### config.mk
export PLATFORM = sky130hd
export DESIGN_NAME = fetch_stage_flat
export DESIGN_NICKNAME = d
export VERILOG_FILES = /design/src/rtl/fetch_pkg.sv /design/src/rtl/fetch_if.sv /design/src/rtl/fetch_fifo.sv /design/src/rtl/fetch_stage.sv /design/src/flat_wrapper.sv
export SDC_FILE = /design/constraint.sdc
export NUM_CORES = 1
export LEC_CHECK = 0
export ABC_AREA = 0
export BUFFER_PORTS_ARGS = -buffer_cell sky130_fd_sc_hd__buf_4
export CORE_MARGIN = 2
export CORE_UTILIZATION = 38
export DETAILED_ROUTE_END_ITERATION = 8
export PLACE_DENSITY_LB_ADDON = 0.08
export SYNTH_ARGS = -nofsm -noshare
export SYNTH_HDL_FRONTEND = slang
export SYNTH_SLANG_ARGS = --single-unit
### constraint.sdc
create_clock -name clk -period 6.3 [get_ports clk]
set_clock_uncertainty 0.05 [all_clocks]
set_input_delay 1.26 -clock clk [delete_from_list [all_inputs] [get_ports clk]]
set_output_delay 1.26 -clock clk [all_outputs]
set_load 0.02 [all_outputs]
### src/rtl/fetch_pkg.sv
// Shared types and constants for the instruction-fetch stage.
package fetch_pkg;

  localparam logic [31:0] NOP_INST = 32'h0000_0013;

  typedef struct packed {
    logic [31:0] pc;
    logic [31:0] inst;
  } fetch_entry_t;

endpackage

### src/rtl/fetch_if.sv
// Instruction-memory bus: req/gnt request phase, in-order rvalid response phase.
interface fetch_if;

  logic        imem_req;
  logic [31:0] imem_addr;
  logic        imem_gnt;
  logic        imem_rvalid;
  logic [31:0] imem_rdata;

  modport master (
    output imem_req, imem_addr,
    input  imem_gnt, imem_rvalid, imem_rdata
  );

  modport slave (
    input  imem_req, imem_addr,
    output imem_gnt, imem_rvalid, imem_rdata
  );

endinterface

### src/rtl/fetch_fifo.sv
// Synchronous FIFO with push/pop/flush and an occupancy count; head is the oldest entry.
module fetch_fifo #(
  parameter type T = logic [31:0],
  parameter int unsigned DEPTH = 4,
  localparam int unsigned CW = $clog2(DEPTH + 1),
  localparam int unsigned AW = (DEPTH > 1) ? $clog2(DEPTH) : 1
) (
  input  logic          clk,
  input  logic          rst,
  input  logic          push,
  input  T              push_data,
  input  logic          pop,
  input  logic          flush,
  output T              head,
  output logic [CW-1:0] count
);

  T              mem [DEPTH];
  logic [AW-1:0] rd_ptr;
  logic [AW-1:0] wr_ptr;
  logic          do_push;
  logic          do_pop;

  function automatic logic [AW-1:0] bump(input logic [AW-1:0] p);
    if (p == AW'(DEPTH - 1)) return '0;
    return p + AW'(1);
  endfunction

  // Accept a pop only when occupied; a push into a full FIFO is allowed if a pop frees a slot.
  always_comb begin
    do_pop  = pop && (count != '0);
    do_push = push && ((count != CW'(DEPTH)) || do_pop);
    head    = mem[rd_ptr];
  end

  // Storage array, no reset needed.
  always_ff @(posedge clk) begin
    if (do_push) mem[wr_ptr] <= push_data;
  end

  // Pointers and occupancy; flush empties the FIFO in one cycle.
  always_ff @(posedge clk) begin
    if (!rst || flush) begin
      rd_ptr <= '0;
      wr_ptr <= '0;
      count  <= '0;
    end else begin
      if (do_push) wr_ptr <= bump(wr_ptr);
      if (do_pop)  rd_ptr <= bump(rd_ptr);
      count <= count + CW'(do_push) - CW'(do_pop);
    end
  end

endmodule

### src/rtl/fetch_stage.sv
// Instruction-fetch stage: fetch PC, in-order imem requests, response buffer, stall and redirect.
// Optional performance counters are built when FETCH_PERF_EN is defined.
module fetch_stage
  import fetch_pkg::*;
#(
  parameter logic [31:0] RESET_PC        = 32'h0000_0000,
  parameter int unsigned MAX_OUTSTANDING = 2,
  parameter int unsigned BUF_DEPTH       = 4
) (
  input  logic        clk,
  input  logic        rst,
  input  logic        stall,
  input  logic        redirect,
  input  logic [31:0] redirect_pc,
  fetch_if.master     imem,
  output logic [31:0] INST_F,
  output logic [31:0] PC_F,
  output logic [31:0] PC4_F,
  output logic        valid_F
`ifdef FETCH_PERF_EN
  ,
  output logic [31:0] perf_fetched,
  output logic [31:0] perf_killed
`endif
);

  localparam int unsigned OW = $clog2(MAX_OUTSTANDING + 1);
  localparam int unsigned BW = $clog2(BUF_DEPTH + 1);
  localparam int unsigned SW = ((OW > BW) ? OW : BW) + 1;

  logic [31:0]  pc_q;
  logic [OW-1:0] outstanding;
  logic [OW-1:0] drop_cnt;
  logic [31:0]  tag_head;
  logic [OW-1:0] tag_count;
  fetch_entry_t buf_in;
  fetch_entry_t buf_head;
  logic [BW-1:0] buf_count;
  logic         buf_valid;
  logic         pop;
  logic         grant;
  logic         keep;
  logic         discard;
  logic [SW-1:0] occupancy;

  fetch_fifo #(.T(logic [31:0]), .DEPTH(MAX_OUTSTANDING)) u_tag (
    .clk(clk), .rst(rst),
    .push(grant), .push_data(pc_q),
    .pop(imem.imem_rvalid), .flush(1'b0),
    .head(tag_head), .count(tag_count)
  );

  fetch_fifo #(.T(fetch_entry_t), .DEPTH(BUF_DEPTH)) u_buf (
    .clk(clk), .rst(rst),
    .push(keep), .push_data(buf_in),
    .pop(pop), .flush(redirect),
    .head(buf_head), .count(buf_count)
  );

  // Issue, response routing and IF/ID outputs; redirect masks everything in its own cycle.
  always_comb begin
    buf_valid = rst && (buf_count != '0) && !redirect;
    pop       = buf_valid && !stall;
    // Live requests (not marked for drop) will each need a buffer slot when they return.
    occupancy = SW'(outstanding) - SW'(drop_cnt) + SW'(buf_count) - SW'(pop);
    imem.imem_req  = rst && !redirect &&
                     (outstanding < OW'(MAX_OUTSTANDING)) &&
                     (occupancy < SW'(BUF_DEPTH));
    imem.imem_addr = pc_q;
    grant   = imem.imem_req && imem.imem_gnt;
    discard = imem.imem_rvalid && (redirect || (drop_cnt != '0));
    keep    = imem.imem_rvalid && !discard;
    buf_in  = '{pc: tag_head, inst: imem.imem_rdata};
    valid_F = buf_valid;
    INST_F  = buf_valid ? buf_head.inst : NOP_INST;
    PC_F    = buf_valid ? buf_head.pc : '0;
    PC4_F   = buf_valid ? buf_head.pc + 32'd4 : '0;
  end

  // Fetch PC, in-flight count and number of in-flight responses still to be discarded.
  always_ff @(posedge clk) begin
    if (!rst) begin
      pc_q        <= RESET_PC;
      outstanding <= '0;
      drop_cnt    <= '0;
    end else begin
      outstanding <= outstanding + OW'(grant) - OW'(imem.imem_rvalid);
      if (redirect) begin
        pc_q     <= redirect_pc & 32'hFFFF_FFFC;
        // Everything still in flight after this cycle belongs to the old path.
        drop_cnt <= outstanding - OW'(imem.imem_rvalid);
      end else begin
        if (grant) pc_q <= pc_q + 32'd4;
        if (imem.imem_rvalid && (drop_cnt != '0)) drop_cnt <= drop_cnt - OW'(1);
      end
    end
  end

`ifdef FETCH_PERF_EN
  // Count instructions handed to IF/ID and responses thrown away by redirects.
  always_ff @(posedge clk) begin
    if (!rst) begin
      perf_fetched <= '0;
      perf_killed  <= '0;
    end else begin
      if (pop)     perf_fetched <= perf_fetched + 32'd1;
      if (discard) perf_killed  <= perf_killed + 32'd1;
    end
  end
`endif

  a_no_stray_rvalid : assert property (
    @(posedge clk) disable iff (!rst)
      imem.imem_rvalid |-> ((outstanding != '0) && (tag_count != '0))
  );

endmodule

### src/flat_wrapper.sv
// flat-port wrapper written by rule: the top's interface ports become plain ports
module fetch_stage_flat import fetch_pkg::*;
#(
  parameter logic [31:0] RESET_PC        = 32'h0000_0000,
  parameter int unsigned MAX_OUTSTANDING = 2,
  parameter int unsigned BUF_DEPTH       = 4
)
  (clk, rst, stall, redirect, redirect_pc, INST_F, PC_F, PC4_F, valid_F, imem_imem_req, imem_imem_addr, imem_imem_gnt, imem_imem_rvalid, imem_imem_rdata);
  fetch_if imem_i ();
  input  logic clk;
  input  logic rst;
  input  logic stall;
  input  logic redirect;
  input  logic [31:0] redirect_pc;
  output logic [31:0] INST_F;
  output logic [31:0] PC_F;
  output logic [31:0] PC4_F;
  output logic valid_F;
  output wire logic [$bits(imem_i.imem_req)-1:0] imem_imem_req;
  output wire logic [$bits(imem_i.imem_addr)-1:0] imem_imem_addr;
  input wire logic [$bits(imem_i.imem_gnt)-1:0] imem_imem_gnt;
  input wire logic [$bits(imem_i.imem_rvalid)-1:0] imem_imem_rvalid;
  input wire logic [$bits(imem_i.imem_rdata)-1:0] imem_imem_rdata;
  assign imem_imem_req = imem_i.imem_req;
  assign imem_imem_addr = imem_i.imem_addr;
  assign imem_i.imem_gnt = imem_imem_gnt;
  assign imem_i.imem_rvalid = imem_imem_rvalid;
  assign imem_i.imem_rdata = imem_imem_rdata;
  fetch_stage #(.RESET_PC(RESET_PC), .MAX_OUTSTANDING(MAX_OUTSTANDING), .BUF_DEPTH(BUF_DEPTH)) u_core (.clk(clk), .rst(rst), .stall(stall), .redirect(redirect), .redirect_pc(redirect_pc), .imem(imem_i), .INST_F(INST_F), .PC_F(PC_F), .PC4_F(PC4_F), .valid_F(valid_F));
endmodule
Yosys cells after proc, flatten, opt, wreduce, memory -nomap -nowiden
Memories as Yosys holds them, arrays and structs flattened. A register that Yosys moved wholly into a read port is not among the register bits. Cells that the tools add are included.

Add/sub/neg operators: 17. Multiply operators: 0. Divide/modulo/power cells: 0. $lt $le $gt $ge: 2. Equal/unequal tests: 4. Shift-type cells: 0. Muxes and demuxes: 35. Bitwise logic cells: 1. Reduce and logical (&&, ||, !) cells: 28.

Operators with widths (count): 2-to-1 mux 32 bit (5); adder 32 x 3 -> 32 bit, second input constant (2); 2-to-1 mux 1 bit (22); 2-to-1 mux 2 bit (8); logical AND 1 bit (14); nonzero test 2 bit (4); subtractor 2 x 1 -> 2 bit (3); adder 2 x 1 -> 2 bit (2); adder 2 x 1 -> 2 bit, second input constant (2); adder 4 x 3 -> 4 bit (1); equality test 2 bit, second input constant (2); zero test 1 bit (4); logical OR 1 bit (4); < comparator 4 x 3 -> 1 bit, second input constant (1); subtractor 4 x 1 -> 4 bit (1); adder 3 x 1 -> 3 bit (1); != test 3 bit, second input constant (1); nonzero test 3 bit (1); subtractor 2 x 2 -> 3 bit (1); subtractor 3 x 1 -> 3 bit (1); adder 1 bit, second input constant (2); < comparator 2 bit, second input constant (1); != test 2 bit, second input constant (1); OR reduction 2 bit (1); 2 further kinds (2).

Bits in registers: 47. Bits in latches: 0. RAM bits: 320. ROM bits: 0. Word-level logic and storage cells: 99. Memories: 2.

Memory list: u_core.u_buf.mem (depth 4, width 64, read ports 1, clocked after memory_dff 1, write ports 1, RTL line fetch_fifo.sv:18) `T mem [DEPTH];`; u_core.u_tag.mem (depth 2, width 32, read ports 1, clocked after memory_dff 1, write ports 1, RTL line fetch_fifo.sv:18).

Logic depth before layout (Yosys ltp)
Gate-level depths: netlist of the first run.

Depth in word-level cells: 12. Gate-level depth with buffers: 19. Depth with buffers taken out: 17.

Hierarchy
Synthesis of the first run repeated with hierarchy kept, for this count alone.

Cells, all modules: 992. Area total of the unflattened synthesis: 15641.3 µm².

Modules (own cells, without submodules): fetch_fifo (u_core.u_buf) (instances 1, cells an instance 383, area an instance 9669.3 µm²); fetch_stage (instances 1, cells an instance 483, area an instance 3390.8 µm²); fetch_fifo (u_core.u_tag) (instances 1, cells an instance 126, area an instance 2581.2 µm²).

Worst setup path before layout of the first run
OpenSTA, ideal clock, no wires.

Path type: input -> register. Start point: input rst. End point: memory u_core.u_tag.mem[0][10] (netlist bit), enable pin. Setup time: 0.463 ns. Arrival: 6.168 ns. Data required time: 5.787 ns. Setup slack: -0.382 ns. Cell stages on the path: 13. Path buffers: 3. Path through: buf_2 nor2b_1 nand2b_1 nor2_1 ha_1 inv_1 ha_1 and3b_1 or4_1 a21o_1 clkbuf_1 clkbuf_1 nor3b_1.

Cells in the longest elaborated chain, start to end: 10.

Ends and longest elaborated chain: start, declared (RTL line flat_wrapper.sv:11) `input logic rst;`; logical AND 1 bit (2 in a row) (RTL line fetch_stage.sv:62) `buf_valid = rst && (buf_count != '0) && !redirect;`; logical AND 1 bit (RTL line fetch_stage.sv:63) `pop = buf_valid && !stall;`; subtractor 4 x 1 -> 4 bit (RTL line fetch_stage.sv:65) `occupancy = SW'(outstanding) - SW'(drop_cnt) + SW'(buf_count) - SW'(pop);`; < comparator 4 x 3 -> 1 bit (RTL line fetch_stage.sv:68) `(occupancy < SW'(BUF_DEPTH));`; logical AND 1 bit * (RTL line fetch_stage.sv:67) `(outstanding < OW'(MAX_OUTSTANDING)) &&`; logical AND 1 bit * (RTL line fetch_stage.sv:70) `grant = imem.imem_req && imem.imem_gnt;`; logical AND 1 bit * (RTL line fetch_fifo.sv:32) `do_push = push && ((count != CW'(DEPTH)) || do_pop);`; 2-to-1 mux 1 bit * (RTL line fetch_fifo.sv:38) `if (do_push) mem[wr_ptr] <= push_data;`; 2-to-1 mux 1 bit (implied by the code) * (RTL line fetch_fifo.sv:38); end, declared (RTL line fetch_fifo.sv:18).

Every way passes the cells marked *; elsewhere a longest branch is shown, timed or not.

Worst setup path after layout of the first run
Start point: input rst. End point: output imem_imem_req.

Cells in the longest elaborated chain, start to end: 6.

Ends and longest elaborated chain: logical AND 1 bit (2 in a row) (RTL line fetch_stage.sv:62); logical AND 1 bit (RTL line fetch_stage.sv:63); subtractor 4 x 1 -> 4 bit (RTL line fetch_stage.sv:65); < comparator 4 x 3 -> 1 bit (RTL line fetch_stage.sv:68); logical AND 1 bit * (RTL line fetch_stage.sv:67); end, declared (RTL line flat_wrapper.sv:19) `output wire logic [$bits(imem_i.imem_req)-1:0] imem_imem_req;`.

Marks and branches as above.

==> results of run 1 <==
[power by group through the flow]
stage / Clock, mW / Sequential [mW] / Combinational, mW
after floorplan: 0 / 2.75 / 0.273
after global placement: 0 / 2.76 / 0.429
after detailed placement: 0 / 2.76 / 0.436
after CTS: 2.40 / 2.71 / 0.438
after global routing: 2.49 / 2.72 / 0.479
final: 2.33 / 2.71 / 0.433
[worst max-delay path, delay by kind of cell]
family	cells	cell delay (ns)
AO/OA/AOI/OAI	1	0.36
buffers and inverters	3	0.54
adder cells (fa/ha/maj)	2	0.46
AND/OR/NAND/NOR	5	1.45
[flip-flops by register name, summed over array words and instances, names as in the netlist, named ones only]
register,count
u_core.u_buf.wr_ptr,2
u_core.u_buf.rd_ptr,2
u_core.drop_cnt,2
u_core.u_buf.count,3
u_core.u_tag.rd_ptr,1
u_core.u_tag.count,2
u_core.outstanding,2
u_core.u_tag.mem,60
u_core.u_buf.mem,248
u_core.u_tag.wr_ptr,1
u_core.imem.imem_addr,30
[logic make-up (layout without fill, tap and decap cells)]
| logic type | after synthesis | after routing | share of synthesized area |
|---|---|---|---|
| flip-flops | 356 | 356 | 0.660 |
| XOR/XNOR | 16 | 16 | 0.00906 |
| other | 1 | 6 | 0.000243 |
| buffers and inverters | 84 | 310 | 0.0279 |
| AND/OR/NAND/NOR | 301 | 301 | 0.107 |
| AO/OA/AOI/OAI | 112 | 112 | 0.0494 |
| multiplexers | 108 | 108 | 0.129 |
| adder cells (fa/ha/maj) | 20 | 20 | 0.0172 |
[layout by cell type (no fill, tap or decap), drive strengths merged, types with 8 or more instances in the layout]
cell and count:
or4 13, ha 18, inv 27, nor2b 62, o21ai 20, buf 209, clkbuf 53, or3 12
clkinv 14, nand3 22, a21oi 17, o311ai 8, edfxtp 308, mux4 62, nand2 67, and4 9
dfxtp 48, xnor2 9, a31oi 17, nor2 41, mux2 38, and2 15, nand4 28, mux2i 8
[area by class of cell]
| cell class | count | area (µm²) |
|---|---|---|
| Clock inverter | 22 | 248 |
| Sequential cell | 356 | 10200 |
| Clock buffer | 53 | 1070 |
| Fill cell | 3481 | 21200 |
| Multi-Input combinational cell | 563 | 4860 |
| Tap cell | 525 | 657 |
| Timing Repair Buffer | 209 | 1590 |
| Inverter | 26 | 97.6 |
[routing by layer]
layer	up-vias	track usage
met5	-	0
met4	0	0.0606
met3	54	0.0309
met2	274	0.248
met1	4583	0.250
li1	4320	-
[synthesized netlist by cell type (all sizes together), types with 4 or more instances]
cell / count
xor2: 7
inv: 24
mux4: 62
o311ai: 8
nor3: 6
a21oi: 17
nand3: 22
a31oi: 17
ha: 18
and2: 15
nand4: 28
edfxtp: 308
and4: 9
a211oi: 7
clkbuf: 30
nor2: 41
o31a: 4
a311o: 4
and3: 7
dfxtp: 48
nor2b: 62
o31ai: 5
mux2: 38
or3: 12
nand2b: 6
mux2i: 8
o22ai: 5
nand2: 67
buf: 28
or2: 5
o21ai: 20
or4: 13
xnor2: 9
[final timing paths]
path         cells after the start  slack [ns]           startpoint                  endpoint
max                             11        0.91                  rst             imem_imem_req
max reg2reg                     15        2.21   u_core.drop_cnt[0]  u_core.imem.imem_addr[8]
min                              2        0.46  u_core.u_tag.rd_ptr                  register
min reg2reg                      2        0.46  u_core.u_tag.rd_ptr                  register
[per-stage QoR]
stage	hold WS [ns]	utilization	instance area (µm²)	worst slack [ns]
after detailed placement	0.443	0.437	17400	0.822
after CTS	0.465	0.470	18700	0.806
after global placement	0.443	0.437	17400	0.792
after floorplan	0.422	-	15500	0.711
after global routing	0.492	0.470	18700	0.680
final	0.457	0.470	18700	0.906
==> impl_table.tex, run 1 <==
\begin{tabular}{lr}
\hline
Metric & Value \\
\hline
\multicolumn{2}{l}{\textbf{Routing}} \\
\quad Met3 wire length & about 2 mm \\
\quad Met2 layer wire length in the routed design & 15.4 mm \\
\quad Drt first pass iters & 5 \\
\quad Total length of routed wires & 35.6 mm \\
\quad Drt initial violations & 645 \\
\quad Remaining antenna violation count & 0 \\
\quad Via density per instance & 5.26 \\
\quad Max Used Layer & met4 \\
\quad Post-route DRC violation count & 0 \\
\quad Count of vias placed by the detailed router & 9,231 \\
\quad Routed wirelength normalized by instance count & around 20 µm \\
\quad Total routed wire length on the met1 layer & 17.4 mm \\
\multicolumn{2}{l}{\textbf{Synthesis}} \\
\quad Synthesis warning total & 0 \\
\quad Asr flop ratio synth & 0 \\
\quad Top\_reg\_cell synth & edfxtp\_1 \\
\quad Dominant cell type by area after synthesis & edfxtp\_1 \\
\quad Synth Instances & $\sim$1,000 \\
\quad Top-area cell type share of the netlist area & 0.598 \\
\quad Post-synth EDFFs & 308 \\
\quad FF+latch count, synth & approximately 360 \\
\quad Synthesized cell area & 0.0155 mm² \\
\quad Library cells used by synthesis & 65 \\
\quad Seq/Total Area, Yosys & 0.660 \\
\quad Leading post-synthesis cells by cell area & edfxtp\_1 60\%, dfxtp\_1 6.2\%, mux4\_2 5.7\%, mux4\_1 3.9\%, mux2\_2 2.8\% \\
\quad Mean instance size in the synthesized netlist & around 15 µm² \\
\multicolumn{2}{l}{\textbf{Die}} \\
\quad Die outline height & a little over 200 µm \\
\quad Placeable core region & 0.0399 mm² \\
\quad Initial core utilization & 0.387 \\
\quad Die Wd & 206 µm \\
\quad Area of the die & 0.0423 mm² \\
\quad IO Count & 200 \\
\quad Number of standard-cell rows in the floorplan & 73 \\
\multicolumn{2}{l}{\textbf{Power}} \\
\quad Maximum vdd ir drop & 0.195 mV \\
\quad Design internal power & 4.25 mW \\
\quad Net Switching & 1.22 mW \\
\quad Register share of total power & 0.496 \\
\quad Comb power frac & 0.079 \\
\quad Leak & 6.38 nW \\
\quad Total power per unit cell area & 292 mW/mm² \\
\quad Clock power share & 0.425 \\
\quad Overall power consumption & 5.47 mW \\
\quad Switch share & 0.223 \\
\multicolumn{2}{l}{\textbf{Clock tree}} \\
\quad Reg clk slew, reported paths & approximately 0.060 ns \\
\quad CTS Root Cell & clkbuf\_16 \\
\quad \# resized after CTS & 0 \\
\quad Clock tree from TritonCTS & yes \\
\quad Number of clock sinks & 356 \\
\quad Maximum buffer depth of the clock tree & 3 \\
\quad Clk\_lat worst skew & 0.55 ns \\
\quad Quantity of hold-fixing buffers added after cts & 0 \\
\quad CTS buffer count & 41 \\
\quad Post CTS Setup Buffer Count & 0 \\
\quad H-tree level count & 2 \\
\multicolumn{2}{l}{\textbf{Cells and area}} \\
\quad Finished Layout Cells & 1,754 \\
\quad Final net count & 1,287 \\
\quad Fraction of final layout cells sized beyond drive strength 1 & 0.297 \\
\quad Synthesis-to-finish area growth & 21.2\% \\
\quad \# diodes & 0 \\
\multicolumn{2}{l}{\textbf{Global routing}} \\
\quad Total overflow reported by the global router & 0 \\
\quad Number of antenna violations at the first check in global routing & 0 \\
\quad Global-route wire length before repair & approximately 54 mm \\
\quad Via count of the first global-routing pass & 9,001 \\
\quad Largest net degree at the start of global routing & 71 \\
\quad Total track usage & 0.169 \\
\multicolumn{2}{l}{\textbf{Worst setup path}} \\
\quad Slowest cell on the critical path & or4\_1 \\
\quad Startpoint-to-endpoint class of the critical path & in2out \\
\quad Crit path cell chain & buf\_4, nor2b\_1, nand2b\_4, nor2\_1, ha\_1, inv\_1, ha\_1, and3b\_1, or4\_1, a211oi\_1, buf\_4 \\
\quad Biggest fanout along the worst timing path & 28 \\
\quad CP arrival & 4.08 ns \\
\quad Element type at the critical path end & output port \\
\quad Slowest cell delay on critical path & 0.57 ns \\
\quad Required time of the critical path & 4.99 ns \\
\quad Critical path launch point type & input pin \\
\multicolumn{2}{l}{\textbf{Place}} \\
\quad Post-DP HPWL & 22.9 mm \\
\quad Total of buffers placed on input and output ports & 191 \\
\quad Placed instance count & between 1,500 and 2,000 \\
\quad Routability-driven placement congestion ratio & 0.756 \\
\multicolumn{2}{l}{\textbf{STA}} \\
\quad Max transition margin & 0.385 \\
\quad Count of endpoints failing setup in the final report & 0 \\
\quad RSZ-0062 raised after global routing & no \\
\quad Final count of pins violating max slew & 0 \\
\quad Share of the cycle needed by the critical path after routing & 0.856 \\
\quad Maximum frequency from static timing analysis & 0.185 GHz \\
\quad Post-Route Setup TNS & 0 ns \\
\quad Final hold violation count & 0 \\
\quad Final critical-path required period & between 5 and 6 ns \\
\quad Worst-Margin Slew & slightly above 0.9 ns \\
\multicolumn{2}{l}{\textbf{Run status}} \\
\quad Result of the run & complete, no violations \\
\multicolumn{2}{l}{\textbf{Job}} \\
\quad \# Max-Cap Violations & 0 \\
\multicolumn{2}{l}{\textbf{Hold path}} \\
\quad Hold/Removal Path Class & reg2reg \\
\hline
\end{tabular}
No activity file was read; power rests on OpenSTA's default activity.
==> run 2, diff against run 1 <==
PLACE_DENSITY_LB_ADDON = 0.2   (was 0.08)
clock period = 4.8 ns   (was 6.3 ns; I/O delays follow)
==> run 2 against run 1 <==
Compared with the run above: final area up 0.87%; utilization up 0.41 points; sequential power up 31%; first-iteration DRC count down 20%; setup slack worse by 0.67 ns; hold slack better by 0.0038 ns; via count up 0.86%; non-clock buffer count up 20; count of clock-buffer cells in the layout down 5; final cell count up 0.57%; wire length down 1.9%; global-route usage down 0.17 points; critical path type is now reg2out; critical endpoint unchanged.
==> impl_table.tex, run 2 (synthesis results as in run 1) <==
\begin{tabular}{lr}
\hline
Metric & Value \\
\hline
\multicolumn{2}{l}{\textbf{Worst setup path}} \\
\quad Slowest cell delay on critical path & $\sim$0.6 ns \\
\quad Biggest fanout along the worst timing path & 5 \\
\quad CP arrival & 3.56 ns \\
\quad Slowest cell on the critical path & or4\_1 \\
\quad First element of the critical path & u\_core.drop\_cnt[0] \\
\quad Critical path launch point type & register \\
\quad Required time of the critical path & 3.79 ns \\
\quad Source of the worst register-to-register timing path & u\_core.drop\_cnt[0] \\
\quad Startpoint-to-endpoint class of the critical path & reg2out \\
\quad Crit path cell chain & ha\_1, inv\_1, fa\_1, inv\_1, ha\_1, inv\_1, ha\_1, and3b\_1, or4\_1, a211oi\_1, buf\_4 \\
\quad Element type at the critical path end & output port \\
\multicolumn{2}{l}{\textbf{Clock tree}} \\
\quad Clk\_lat worst skew & 0.53 ns \\
\quad Clock tree from TritonCTS & yes \\
\quad CTS buffer count & 39 \\
\quad H-tree level count & 2 \\
\quad Maximum buffer depth of the clock tree & 3 \\
\quad Post CTS Setup Buffer Count & 0 \\
\quad Reg clk slew, reported paths & 0.05 ns \\
\quad Number of clock sinks & approximately 360 \\
\quad CTS Root Cell & clkbuf\_16 \\
\multicolumn{2}{l}{\textbf{Power}} \\
\quad Overall power consumption & approximately 7 mW \\
\quad Total power per unit cell area & between 300 and 400 mW/mm² \\
\quad Leak & 6.46 nW \\
\quad Maximum vdd ir drop & 0.192 mV \\
\multicolumn{2}{l}{\textbf{Routing}} \\
\quad Via density per instance & 5.28 \\
\quad Drt first pass iters & 5 \\
\quad Count of vias placed by the detailed router & between 9,000 and 10,000 \\
\quad Remaining antenna violation count & 0 \\
\quad Post-route DRC violation count & 0 \\
\quad Routed wirelength normalized by instance count & about 20 µm \\
\quad Total length of routed wires & 34.9 mm \\
\quad Drt initial violations & 517 \\
\multicolumn{2}{l}{\textbf{STA}} \\
\quad Final hold violation count & 0 \\
\quad Final count of pins violating max slew & 0 \\
\quad Worst-Margin Slew & 0.893 ns \\
\quad Count of endpoints failing setup in the final report & 0 \\
\quad Share of the cycle needed by the critical path after routing & 0.951 \\
\quad Maximum frequency from static timing analysis & approximately 0.22 GHz \\
\quad Post-Route Setup TNS & 0 ns \\
\quad Final critical-path required period & 4.57 ns \\
\quad RSZ-0062 raised after global routing & no \\
\quad Max transition margin & 0.401 \\
\multicolumn{2}{l}{\textbf{Place}} \\
\quad Post-DP HPWL & 23.6 mm \\
\quad Routability-driven placement congestion ratio & 0.766 \\
\quad Total of buffers placed on input and output ports & 191 \\
\multicolumn{2}{l}{\textbf{Cells and area}} \\
\quad Largest Register & u\_core.u\_buf.mem \\
\quad Commonest non-fill, non-tap cell in the layout & edfxtp\_1 \\
\quad Most frequent cells in the layout & 308 x edfxtp\_1, 222 x buf\_4, 66 x nand2\_1 \\
\quad Max FFs per register & approximately 250 \\
\quad \# diodes & 0 \\
\quad Final net count & about 1,300 \\
\quad Fraction of final layout cells sized beyond drive strength 1 & 0.305 \\
\quad Synthesis-to-finish area growth & 22.3\% \\
\multicolumn{2}{l}{\textbf{Job}} \\
\quad \# Max-Cap Violations & 0 \\
\multicolumn{2}{l}{\textbf{Global routing}} \\
\quad Via count of the first global-routing pass & 9,156 \\
\quad Total overflow reported by the global router & 0 \\
\quad Number of antenna violations at the first check in global routing & 0 \\
\quad Total track usage & 0.167 \\
\quad Global-route wire length before repair & 53.8 mm \\
\quad Largest net degree at the start of global routing & between 40 and 50 \\
\multicolumn{2}{l}{\textbf{Die}} \\
\quad Placeable core region & 0.0399 mm² \\
\quad Number of standard-cell rows in the floorplan & 73 \\
\quad Initial core utilization & 0.387 \\
\quad IO Count & 200 \\
\quad Die outline height & 206 µm \\
\quad Die Wd & 206 µm \\
\quad Area of the die & 0.0423 mm² \\
\multicolumn{2}{l}{\textbf{Hold path}} \\
\quad Startpoint of the most critical hold path & u\_core.u\_tag.rd\_ptr \\
\quad Hold/Removal Path Class & reg2reg \\
\multicolumn{2}{l}{\textbf{Run status}} \\
\quad Result of the run & complete, no violations \\
\hline
\end{tabular}
-- run 2: worst paths after layout --
kind / to / slack (ns) / cells past startpoint
worst min register to register: register / 0.46 / 2
worst min-delay path: register / 0.46 / 2
worst max-delay path: imem_imem_req / 0.23 / 11
worst max register to register: u_core.u_tag.count[1] / 0.76 / 17
-- run 2: worst max-delay path: cells and delay by family (launching register included) --
family	cells	cell delay [ns]
flip-flops	1	0.38
AO/OA/AOI/OAI	1	0.38
adder cells (fa/ha/maj)	4	1.17
AND/OR/NAND/NOR	2	0.77
buffers and inverters	4	0.33
-- run 2: repair_timing --
action / 4_1_cts / 5_1_grt
hold buffers: 0 / 0
setup endpoints to repair: 0 / 4
gates resized for setup: 0 / 2
-- run 2: routing by layer --
layer / routed length (µm) / global-route usage
met5: 0 / 0
met4: 524 / 0.0434
met3: 2100 / 0.0291
met2: 15800 / 0.256
met1: 16600 / 0.246
-- run 2: area by class of cell --
cell class,count,area (µm²)
Fill cell,3432,21000
Sequential cell,356,10200
Multi-Input combinational cell,563,4880
Timing Repair Buffer,229,1800
Clock buffer,48,1050
Tap cell,525,657
Clock inverter,17,208
Inverter,26,97.6
-- run 2: metrics by stage --
stage,area (µm²),worst slack [ns],hold slack [ns],std cells,utilization
6_report,18900,0.234,0.460,1764,0.474
5_1_grt,18900,0.0133,0.483,1764,0.474
4_1_cts,18900,0.0601,0.465,1764,0.473
3_5_place_dp,17600,0.497,0.446,1699,0.442
3_3_place_gp,17600,0.478,0.437,1699,0.442
2_1_floorplan,15500,0.0333,0.422,1003,-
-- run 2: power breakdown --
part           internal [mW]  switching [mW]
clock network           1.81            1.14
registers               3.48          0.0661
logic                  0.255           0.337
==> run 3, diff against run 2 <==
--- a/config.mk
+++ b/config.mk
@@ -7,4 +7,5 @@
 export LEC_CHECK = 0
 export ABC_AREA = 0
+export ABC_CLOCK_PERIOD_IN_PS = 4800
 export BUFFER_PORTS_ARGS = -buffer_cell sky130_fd_sc_hd__buf_4
 export CORE_MARGIN = 2
@@ -12,4 +13,5 @@
 export DETAILED_ROUTE_END_ITERATION = 8
 export PLACE_DENSITY_LB_ADDON = 0.2
+export RECOVER_POWER = 25
 export SYNTH_ARGS = -nofsm -noshare
 export SYNTH_HDL_FRONTEND = slang
==> constraint.sdc (replaced) <==
create_clock -name clk -period 4.8 [get_ports clk]
set_clock_uncertainty 0.05 [all_clocks]
set_input_delay 0.72 -clock clk [delete_from_list [all_inputs] [get_ports clk]]
set_output_delay 0.72 -clock clk [all_outputs]
set_load 0.02 [all_outputs]
==> run 3 against run 2 <==
Compared with the run above: the run now ends with capacitance limit, slew limit left; final area is 1.8% lower; first-iteration DRC count is 5.4% higher; hold slack got worse by 0.057 ns; global-route usage is 0.11 points lower; total power decreased by 2.0%; final cell count shrank 0.74%; clock power fell by 4%; count of clock-buffer cells in the layout did not move; setup slack better by 0.057 ns; critical path depth fell by 5; wire length is 0.26% lower; critical endpoint is now PC4_F[31].
==> impl_table.tex, run 3 (synthesis results as in run 1) <==
\begin{tabular}{lr}
\hline
Metric & Value \\
\hline
\multicolumn{2}{l}{\textbf{Routing}} \\
\quad Remaining antenna violation count & 0 \\
\quad Routed wirelength normalized by instance count & 19.9 µm \\
\quad Total length of routed wires & 34.9 mm \\
\quad Drt first pass iters & 5 \\
\quad Count of vias placed by the detailed router & 9,171 \\
\quad Drt initial violations & between 500 and 600 \\
\quad Post-route DRC violation count & 0 \\
\quad Via density per instance & approximately 5.2 \\
\multicolumn{2}{l}{\textbf{Cells and area}} \\
\quad Largest Register & u\_core.u\_buf.mem \\
\quad Max FFs per register & 248 \\
\quad Final net count & 1,289 \\
\quad Commonest non-fill, non-tap cell in the layout & edfxtp\_1 \\
\quad Combined area of the multi-input logic cells & 0.00486 mm² \\
\quad Fraction of final layout cells sized beyond drive strength 1 & 0.264 \\
\quad Synthesis-to-finish area growth & 20.1\% \\
\quad Post-Route Utilization & 0.465 \\
\quad Most frequent cells in the layout & 308 x edfxtp\_1, 176 x buf\_4, 66 x nand2\_1 \\
\quad Finished Layout Cells & 1,751 \\
\quad \# diodes & 0 \\
\quad Final-layout fill cell count & 3,525 \\
\quad Post-route design area & 0.0186 mm² \\
\quad Sequential Area & 0.0102 mm² \\
\multicolumn{2}{l}{\textbf{Worst setup path}} \\
\quad Worst setup slack for register-to-register paths & 0.82 ns \\
\quad Required time of the critical path & 4.03 ns \\
\quad Crit Reg-Reg Endpoint & u\_core.imem.imem\_addr[31] \\
\quad Biggest fanout along the worst timing path & 28 \\
\quad Critical path launch point type & register \\
\quad Source of the worst register-to-register timing path & u\_core.drop\_cnt[0] \\
\quad Element type at the critical path end & output port \\
\quad Logic depth of the worst register-to-register path & 14 \\
\quad CP arrival & about 3.7 ns \\
\quad Startpoint-to-endpoint class of the critical path & reg2out \\
\multicolumn{2}{l}{\textbf{STA}} \\
\quad Count of endpoints failing setup in the final report & 0 \\
\quad Final count of pins violating max slew & 31 \\
\quad Maximum frequency from static timing analysis & 0.222 GHz \\
\quad Worst-Margin Slew & 1.65 ns \\
\quad Share of the cycle needed by the critical path after routing & 0.939 \\
\quad Max transition margin & -0.102 \\
\quad RSZ-0062 raised after global routing & no \\
\quad Final hold violation count & 0 \\
\quad Final critical-path required period & between 4 and 5 ns \\
\quad Post-Route Setup TNS & 0 ns \\
\multicolumn{2}{l}{\textbf{Hold path}} \\
\quad Startpoint of the most critical hold path & redirect\_pc[13] \\
\quad Hold/Removal Path Class & in2reg \\
\quad Terminating pin of the worst hold path & u\_core.imem.imem\_addr[13] \\
\quad Count of cells along the worst hold path & 3 \\
\multicolumn{2}{l}{\textbf{Power}} \\
\quad Overall power consumption & a little under 7 mW \\
\quad Leak & 6.23 nW \\
\quad Total power per unit cell area & approximately 370 mW/mm² \\
\quad Maximum vdd ir drop & 0.212 mV \\
\multicolumn{2}{l}{\textbf{Run status}} \\
\quad Violations in the final reports & capacitance limit, slew limit \\
\quad Result of the run & finished, violations left \\
\multicolumn{2}{l}{\textbf{Clock tree}} \\
\quad Clk\_lat worst skew & 0.53 ns \\
\quad H-tree level count & 2 \\
\quad Reg clk slew, reported paths & 0.06 ns \\
\quad Post CTS Setup Buffer Count & 0 \\
\quad Quantity of hold-fixing buffers added after cts & 0 \\
\quad Maximum buffer depth of the clock tree & 3 \\
\quad \# resized after CTS & 0 \\
\quad CTS Root Cell & clkbuf\_16 \\
\quad CTS buffer count & 39 \\
\quad Clock tree from TritonCTS & yes \\
\quad Number of clock sinks & $\sim$360 \\
\multicolumn{2}{l}{\textbf{Place}} \\
\quad Routability-driven placement congestion ratio & 0.780 \\
\quad Post-detailed-placement cell area & 0.0175 mm² \\
\quad Post-DP HPWL & approximately 23 mm \\
\quad Placed instance count & 1,683 \\
\quad Total of buffers placed on input and output ports & 191 \\
\multicolumn{2}{l}{\textbf{Job}} \\
\quad \# Max-Cap Violations & 1 \\
\multicolumn{2}{l}{\textbf{Die}} \\
\quad Die Wd & slightly above 200 µm \\
\quad IO Count & 200 \\
\quad Area of the die & between 0.04 and 0.05 mm² \\
\quad Die outline height & between 200 and 250 µm \\
\quad Placeable core region & 0.0399 mm² \\
\quad Number of standard-cell rows in the floorplan & 73 \\
\quad Initial core utilization & 0.387 \\
\multicolumn{2}{l}{\textbf{Global routing}} \\
\quad Largest net degree at the start of global routing & between 60 and 70 \\
\quad Global-route wire length before repair & 53.6 mm \\
\quad Total overflow reported by the global router & 0 \\
\quad Total track usage & 0.166 \\
\quad Via count of the first global-routing pass & 9,223 \\
\quad Number of antenna violations at the first check in global routing & 0 \\
\hline
\end{tabular}
run 3: changes by cell type in the layout (fill, tap and decap cells not counted), moves of 3 or more:
cell and change:
and2_2 +4, and2_4 -4, buf_4 -46, clkbuf_1 +34, clkinv_2 +3, mux2_1 +3, mux2_2 -3
run 3: worst max path at each step:
stage,startpoint,endpoint,cells past startpoint
after floorplan,rst,u_core.u_tag.mem[1][10],14
after global placement,rst,u_core.imem.imem_addr[27],14
after detailed placement,rst,u_core.imem.imem_addr[19],14
after CTS,register,PC4_F[31],6
after global routing,register,PC4_F[31],6
final,register,PC4_F[31],6
run 3: layout make-up:
type / count / share of cell area
tap: 525 / 0.0354
multi-input combinational: 563 / 0.262
inverter: 26 / 0.00525
clock inverter: 20 / 0.00984
clock buffer: 48 / 0.0555
timing repair buffer: 213 / 0.0821
sequential: 356 / 0.550
run 3: power by group:
part / total (mW) / switching [mW] / internal, mW
Clock: 2.84 / 1.15 / 1.68
Combinational: 0.566 / 0.332 / 0.234
Sequential: 3.55 / 0.0649 / 3.48
Total: 6.95 / 1.55 / 5.40
run 3: metal layers:
layer,routed length (µm),vias up,GRT usage,part of all wire
met2,16000,296,0.266,0.46
met1,16200,4516,0.234,0.47
met4,599,0,0.0450,0.017
met3,2000,45,0.0282,0.057
met5,0,-,0,0
li1,-,4314,-,-
run 3: worst max-delay path, stage by stage (launching register included):
cell,delay [ns]
dfxtp_2,0.74
mux4_1,0.46
and4_1,0.39
nand4_2,0.54
or4_1,0.68
a21oi_1,0.21
buf_4,0.18
run 3: through the flow:
| stage | hold slack (ns) | worst slack (ns) |
|---|---|---|
| finish | 0.403 | 0.291 |
| floorplan | 0.422 | 0.0710 |
| CTS | 0.326 | 0.227 |
| detailed placement | 0.435 | 0.381 |
| global placement | 0.436 | 0.441 |
| global route | 0.399 | 0.0830 |
